--- src/rtl/conv3x3_mac_top.sv ---
// 3x3 int8 convolution MAC: one window dotted with a stored filter per clock,
// fixed two-cycle latency from ifmap_in to psumOut.
module conv3x3_mac_top #(
    parameter int DATA_W = 8,
    parameter int NUM_EL = 9,
    parameter int OUT_W  = 16
) (
    input  logic                     clk,
    input  logic                     rst,
    input  logic                     state,
    input  logic [NUM_EL*DATA_W-1:0] ifmap_in,
    input  logic [NUM_EL*DATA_W-1:0] filter_in,
    output logic [OUT_W-1:0]         psumOut
);

    localparam int PROD_W = 2 * DATA_W;
    // Accumulator wide enough that nine products never overflow before truncation.
    localparam int ACC_W  = (OUT_W > PROD_W + 4) ? OUT_W : PROD_W + 4;

    logic [NUM_EL*DATA_W-1:0] w_r;
    logic [NUM_EL*DATA_W-1:0] x_r;
    logic signed [PROD_W-1:0] p_r [NUM_EL];
    logic [OUT_W-1:0]         psum_r;
    logic signed [ACC_W-1:0]  acc_s;

    function automatic logic signed [PROD_W-1:0] mul_el(
        input logic signed [DATA_W-1:0] a,
        input logic signed [DATA_W-1:0] b
    );
        logic signed [PROD_W-1:0] a_ext;
        logic signed [PROD_W-1:0] b_ext;
        a_ext = PROD_W'(a);
        b_ext = PROD_W'(b);
        return a_ext * b_ext;
    endfunction

    // Weight register: loaded only while state is high.
    always_ff @(posedge clk) begin
        if (!rst) begin
            w_r <= '0;
        end else if (state) begin
            w_r <= filter_in;
        end else begin
            w_r <= w_r;
        end
    end

    // Stage 0 (input capture) and stage 1 (element-wise products).
    always_ff @(posedge clk) begin
        if (!rst) begin
            x_r <= '0;
            for (int k = 0; k < NUM_EL; k++) begin
                p_r[k] <= '0;
            end
        end else begin
            x_r <= ifmap_in;
            for (int k = 0; k < NUM_EL; k++) begin
                p_r[k] <= mul_el(x_r[k*DATA_W +: DATA_W], w_r[k*DATA_W +: DATA_W]);
            end
        end
    end

    // Sign-extended adder tree over the registered products.
    always_comb begin
        acc_s = '0;
        for (int k = 0; k < NUM_EL; k++) begin
            acc_s = acc_s + ACC_W'(p_r[k]);
        end
    end

    // Stage 2: wrap the sum to the output width.
    always_ff @(posedge clk) begin
        if (!rst) begin
            psum_r <= '0;
        end else begin
            psum_r <= acc_s[OUT_W-1:0];
        end
    end

    assign psumOut = psum_r;

endmodule

--- config.mk ---
export PLATFORM = sky130hd
export DESIGN_NAME = conv3x3_mac_top
export DESIGN_NICKNAME = d
export VERILOG_FILES = /design/src/rtl/conv3x3_mac_top.sv
export SDC_FILE = /design/constraint.sdc
export NUM_CORES = 2
export LEC_CHECK = 0
export CAP_MARGIN = 30
export CORE_ASPECT_RATIO = 0.9
export CORE_MARGIN = 2
export CORE_UTILIZATION = 45
export CTS_BUF_LIST = sky130_fd_sc_hd__clkbuf_8
export DETAILED_ROUTE_END_ITERATION = 10
export PLACE_DENSITY_LB_ADDON = 0.08
export RECOVER_POWER = 25
export SYNTH_ARGS = -nofsm -noshare
export SYNTH_HDL_FRONTEND = slang
export SYNTH_SLANG_ARGS = --single-unit
--- constraint.sdc ---
create_clock -name clk -period 11.8 [get_ports clk]
set_input_delay 1.77 -clock clk [delete_from_list [all_inputs] [get_ports clk]]
set_output_delay 1.77 -clock clk [all_outputs]
set_load 0.005 [all_outputs]
# After elaboration in Yosys (flattened, before gate mapping)
# Memory sizes are Yosys's and may differ from the RTL's.
# Cells that the tools add are included.
[word_totals]
latch_bits = 0
romBits = 0
inputBits = 147
elab_cells = 41
ramBits = 144
out_inout_bits = 16
mem_count = 1
ff_bits = 160
[op_classes]
add_sub_neg = 8
n_reduce_logical = 0
eq_ne = 0
n_mux = 11
multipliers = 9
shifts = 0
bitwise = 9
n_lt_le_gt_ge = 0
div = 0
[mem_list]
columns = ["memory", "words", "width", "rd", "rd_clocked_by_memory_dff", "wr", "line_no", "source"]
rows = [
  ["p_r", 9, 16, 9, 0, 9, "22", "logic signed [PROD_W-1:0] p_r [NUM_EL];"],
]
[op_table]
columns = ["cell", "count"]
rows = [
  ["8-bit by 8-bit multiplier with 16-bit output", 9],
  ["16-bit two-way mux", 9],
  ["16-bit adder", 8],
  ["1-bit OR", 9],
  ["1-bit two-way mux", 2],
]

# Depth between registers and ports, before layout
[depth]
depth_word = 8
mapped_depth = 16
depth_no_buf = 16

# Worst setup path before layout
# No wires, ideal clock.
[synth_timing]
kind = "register -> register"
from = "mem p_r[0][98] (netlist name)"
to = "reg psum_r[14] (netlist: psumOut[14])"
required_ns = 11.685
path_buffers = 0
path_stages_with_launch = 15
setup_time_ns = 0.115
t_arrival_ns = 3.962
slack_ns = 7.723
period_less_slack_ns = 4.077
cell_sequence = "dfxtp_1 > fa_1 > fa_1 > inv_1 > fa_1 > fa_1 > inv_1 > ha_1 > fa_1 > a21o_1 > a21oi_2 > o21ai_2 > o31ai_4 > mux2i_1 > nand2_1"
[synth_rtl]
columns = ["element", "line_no", "source"]
rows = [
  ["from (decl)", "22", ""],
  ["to (signal assigned)", "76", "psum_r <= acc_s[OUT_W-1:0];"],
  ["to (decl)", "23", "logic [OUT_W-1:0] psum_r;"],
]

==> results.cfg <==
[timing]
setup_violations = 0
achievable-frequency_mhz = 148
min_period_over_period_pct = 57.2
fin_ws_ns = 5.06
maxSlewViolCount = 118
timing_hold_violations_final = 0
timing.max_slew.rel_slack_pct = -208
finClkSkew_ns = 0.0405
tns_ns = 0
grt_setup_unrepaired = no
finalCriticalPeriod_ns = 6.74
max_slew.worst_pin.slew_ns = 4.62

[critical_path]
cp_top_family = buffers and inverters
critPathMaxStageDelay_ns = 3.18
setup.worst_path.end_class = register
cp.buffers_inverters = 3
crit_type = primary input to register
worstReg2RegEnd = p_r[0][79]
worst_ep_arrival_time_ns = 7.33
timing.critical_path.fanout_max = 117
cp_cell_sequence = clkbuf_1 -> buf_4 -> buf_4 -> and3_1 -> nand3_1 -> nand3_1
r2r_slack_ns = 7.29
worst_setup_path_start_kind = primary input
ff2ff_path_depth = 15
launching_point_of_the_worst_reg2reg_path = w_r[34]
cp.required_ns = 12.39
cpMaxStageDelayCell = clkbuf_1

[routing]
detailroute.via_count = 22900
drt-vias-per-instance = 4.70
avgRoutedWirePerCell_um = 15.4
first_pass_iters = 5
drc = 0
detail-route-antenna-nets = 0
drt_iter0_drc = 824
detail_route.wirelength_um = 74900

[pwr]
clkPwrFrac_pct = 24.0
seq_power_share_pct = 24.7
cellLeakagePower_nw = 19.2
pwr_density_cell_mw_per_mm2 = 135
power_switching_mw = 2.14
internal_power_mw = 3.09
ir_worst_vdd_v = 0.000249
power_frac_comb_pct = 51.3
swShare_pct = 40.9
power_after_layout_mw = 5.23

[finish]
final_core_utilization_pct = 50.8
syn2layout_area_growth_pct = 11.8
multi_input_area_sq_mm = 0.0251
fillers = 7337
layout.area.seq_sq_mm = 0.00609
share_of_layout_cells_above_drive_strength_1_pct = 3.13
final_net_count = 4814

[logic_synthesis]
synth-edff-count = 0
synth_ff_type = dfxtp_1
number_of_distinct_library_cells_after_synthesis = 51
synth-seq-cells = 304
syn_nets = 4636
syn_area_sq_mm = 0.0346
synth_area_per_cell_sq_um = 9.58
yosys_warnings = 0
netlist_instances = 3616
synth-seq-area-share_pct = 17.6
synthArstFlopShare_pct = 0

[clocking]
cts_post_setup_buffers_inserted = 0
cts_root_buffer = clkbuf_8
cts_made_buffers = 56
clockBufferDepth = 3
cts_tree = yes
ctsHoldBuffers = 0
clkLatencyLatePin_ns = 0.68
cts.repair.resized = 0
clock_sink_count = 304
h-tree-depth = 2
clk_pin_slew_worst_paths_ns = 0.06

[run]
max_cap_violations = 1

[min_path]
holdPathStages = 1
holdCritPathClass = register to register
hold_path_end = p_r[0][16]
hold_path.startpoint = w_r[8]

[global_routing]
gr-total-overflow = 0
antenna_found_initial = 1
first_global_vias = 24300
track_usage_pct = 20.3
grt_max_degree = 118
wire_length_of_the_first_global_routing_pass_um = 128000

[floorplanning]
core_region_area_sq_mm = 0.0763
ios = 163
effective_utilization_at_floorplan_pct = 45.4
vert_die_dim_um = 267
row_count = 96
die_width_um = 296
floorplan.die_area_sq_mm = 0.0792

[placement]
place_ws_ns = 7.25
routabilityCongestion = 0.833
port_buffers = 162
detailedPlacementHpwl_um = 60800

[run_status]
failed_checks = capacitance limit, slew limit
outcome = complete, but fails checks
-- state kept, by name, summed over array words and instances (netlist names) --
signal,cells
p_r,144
psumOut,16
x_r,72
w_r,72
-- cell usage after synthesis, types with 41 or more instances --
master / instances / area (sq um)
a21oi_1: 70 / 350
and2_1: 553 / 3460
nor2_1: 41 / 154
dfxtp_1: 304 / 6090
nand2_1: 159 / 597
o21ai_0: 52 / 260
nor2b_1: 160 / 1000
ha_1: 277 / 3470
mux2i_1: 73 / 731
fa_1: 596 / 11900
xnor2_1: 128 / 1120
inv_1: 865 / 3250
-- cell families (layout without fill, tap and decap cells) --
family	count (synthesis)	count (layout)	synth area share [%]
and+or+nand+nor	1086	1086	18.1
buffers and inverters	910	1133	9.96
adders and majority gates	873	873	44.4
DFF	304	304	17.6
AOI/OAI and AO/OA	219	219	3.94
xor gates and xnor gates	143	143	3.62
muxes	81	81	2.37
other	0	1	0
-- metrics by stage --
stage | std cells | hold slack, ns | cell area [sq um]
after global routing | 4869 | 0.658 | 38700
final | 4869 | 0.602 | 38700
after CTS | 4868 | 0.620 | 38700
after detailed placement | 4765 | 0.616 | 37400
after global placement | 4765 | 0.617 | 37400
after floorplan | 3616 | 0.517 | 34600
-- final cells by class --
type | instances | share of cell area, %
antenna | 1 | 0.00646
clock buffer | 66 | 2.35
clock inverter | 37 | 1.18
inverter | 865 | 8.38
multi-input combinational | 2402 | 64.8
sequential | 304 | 15.7
tap | 1029 | 3.32
timing repair buffer | 165 | 4.22
-- placed cells by master (no fill, tap or decap), drive strengths merged, types with 4 or more instances in the layout --
| master | instances |
|---|---|
| ha | 277 |
| o32a | 7 |
| o21a | 6 |
| dfxtp | 304 |
| bufinv | 11 |
| mux2 | 8 |
| xor2 | 15 |
| nand3 | 40 |
| nor2b | 160 |
| a211o | 4 |
| xnor2 | 128 |
| o22ai | 15 |
| clkinv | 10 |
| buf | 4 |
| clkdlybuf4s50 | 160 |
| fa | 596 |
| o21ai | 72 |
| a21oi | 72 |
| nor3 | 12 |
| clkbuf | 67 |
| nor3b | 16 |
| mux2i | 73 |
| o311ai | 7 |
| and2 | 560 |
| nand2 | 159 |
| and3 | 20 |
| and4 | 4 |
| nand2b | 15 |
| or3 | 31 |
| a21o | 23 |
| inv | 878 |
| nor2 | 41 |
| nand4 | 25 |
-- routing by layer --
| layer | GRT usage [%] | up-vias | share of wire, % |
|---|---|---|---|
| met4 | 4.31 | 0 | 1.8 |
| met3 | 2.45 | 76 | 2.8 |
| met1 | 29.3 | 11300 | 49 |
| met2 | 32.6 | 245 | 46 |
| li1 | - | 11200 | - |
| met5 | 0 | - | 0 |
-- power groups by stage --
stage	clock [mW]	sequential, mW	combinational [mW]
after floorplan	0	1.25	2.01
after global placement	0	1.32	2.72
after detailed placement	0	1.32	2.72
after CTS	1.30	1.30	2.74
after global routing	1.34	1.31	3.10
final	1.26	1.29	2.68
-- how the worst max path moves through the flow --
stage | from | endpoint | slack, ns | cells after the start
2_1_floorplan | p_r[0][98] | psumOut[14] | 7.72 | 14
3_3_place_gp | rst | p_r[0][143] | 7.26 | 6
3_5_place_dp | rst | p_r[0][143] | 7.25 | 6
4_1_cts | w_r[18] | p_r[0][47] | 7.32 | 14
5_1_grt | rst | p_r[0][143] | 4.25 | 6
6_report | rst | p_r[0][143] | 5.06 | 6
Power figures use the tool's default switching activity.
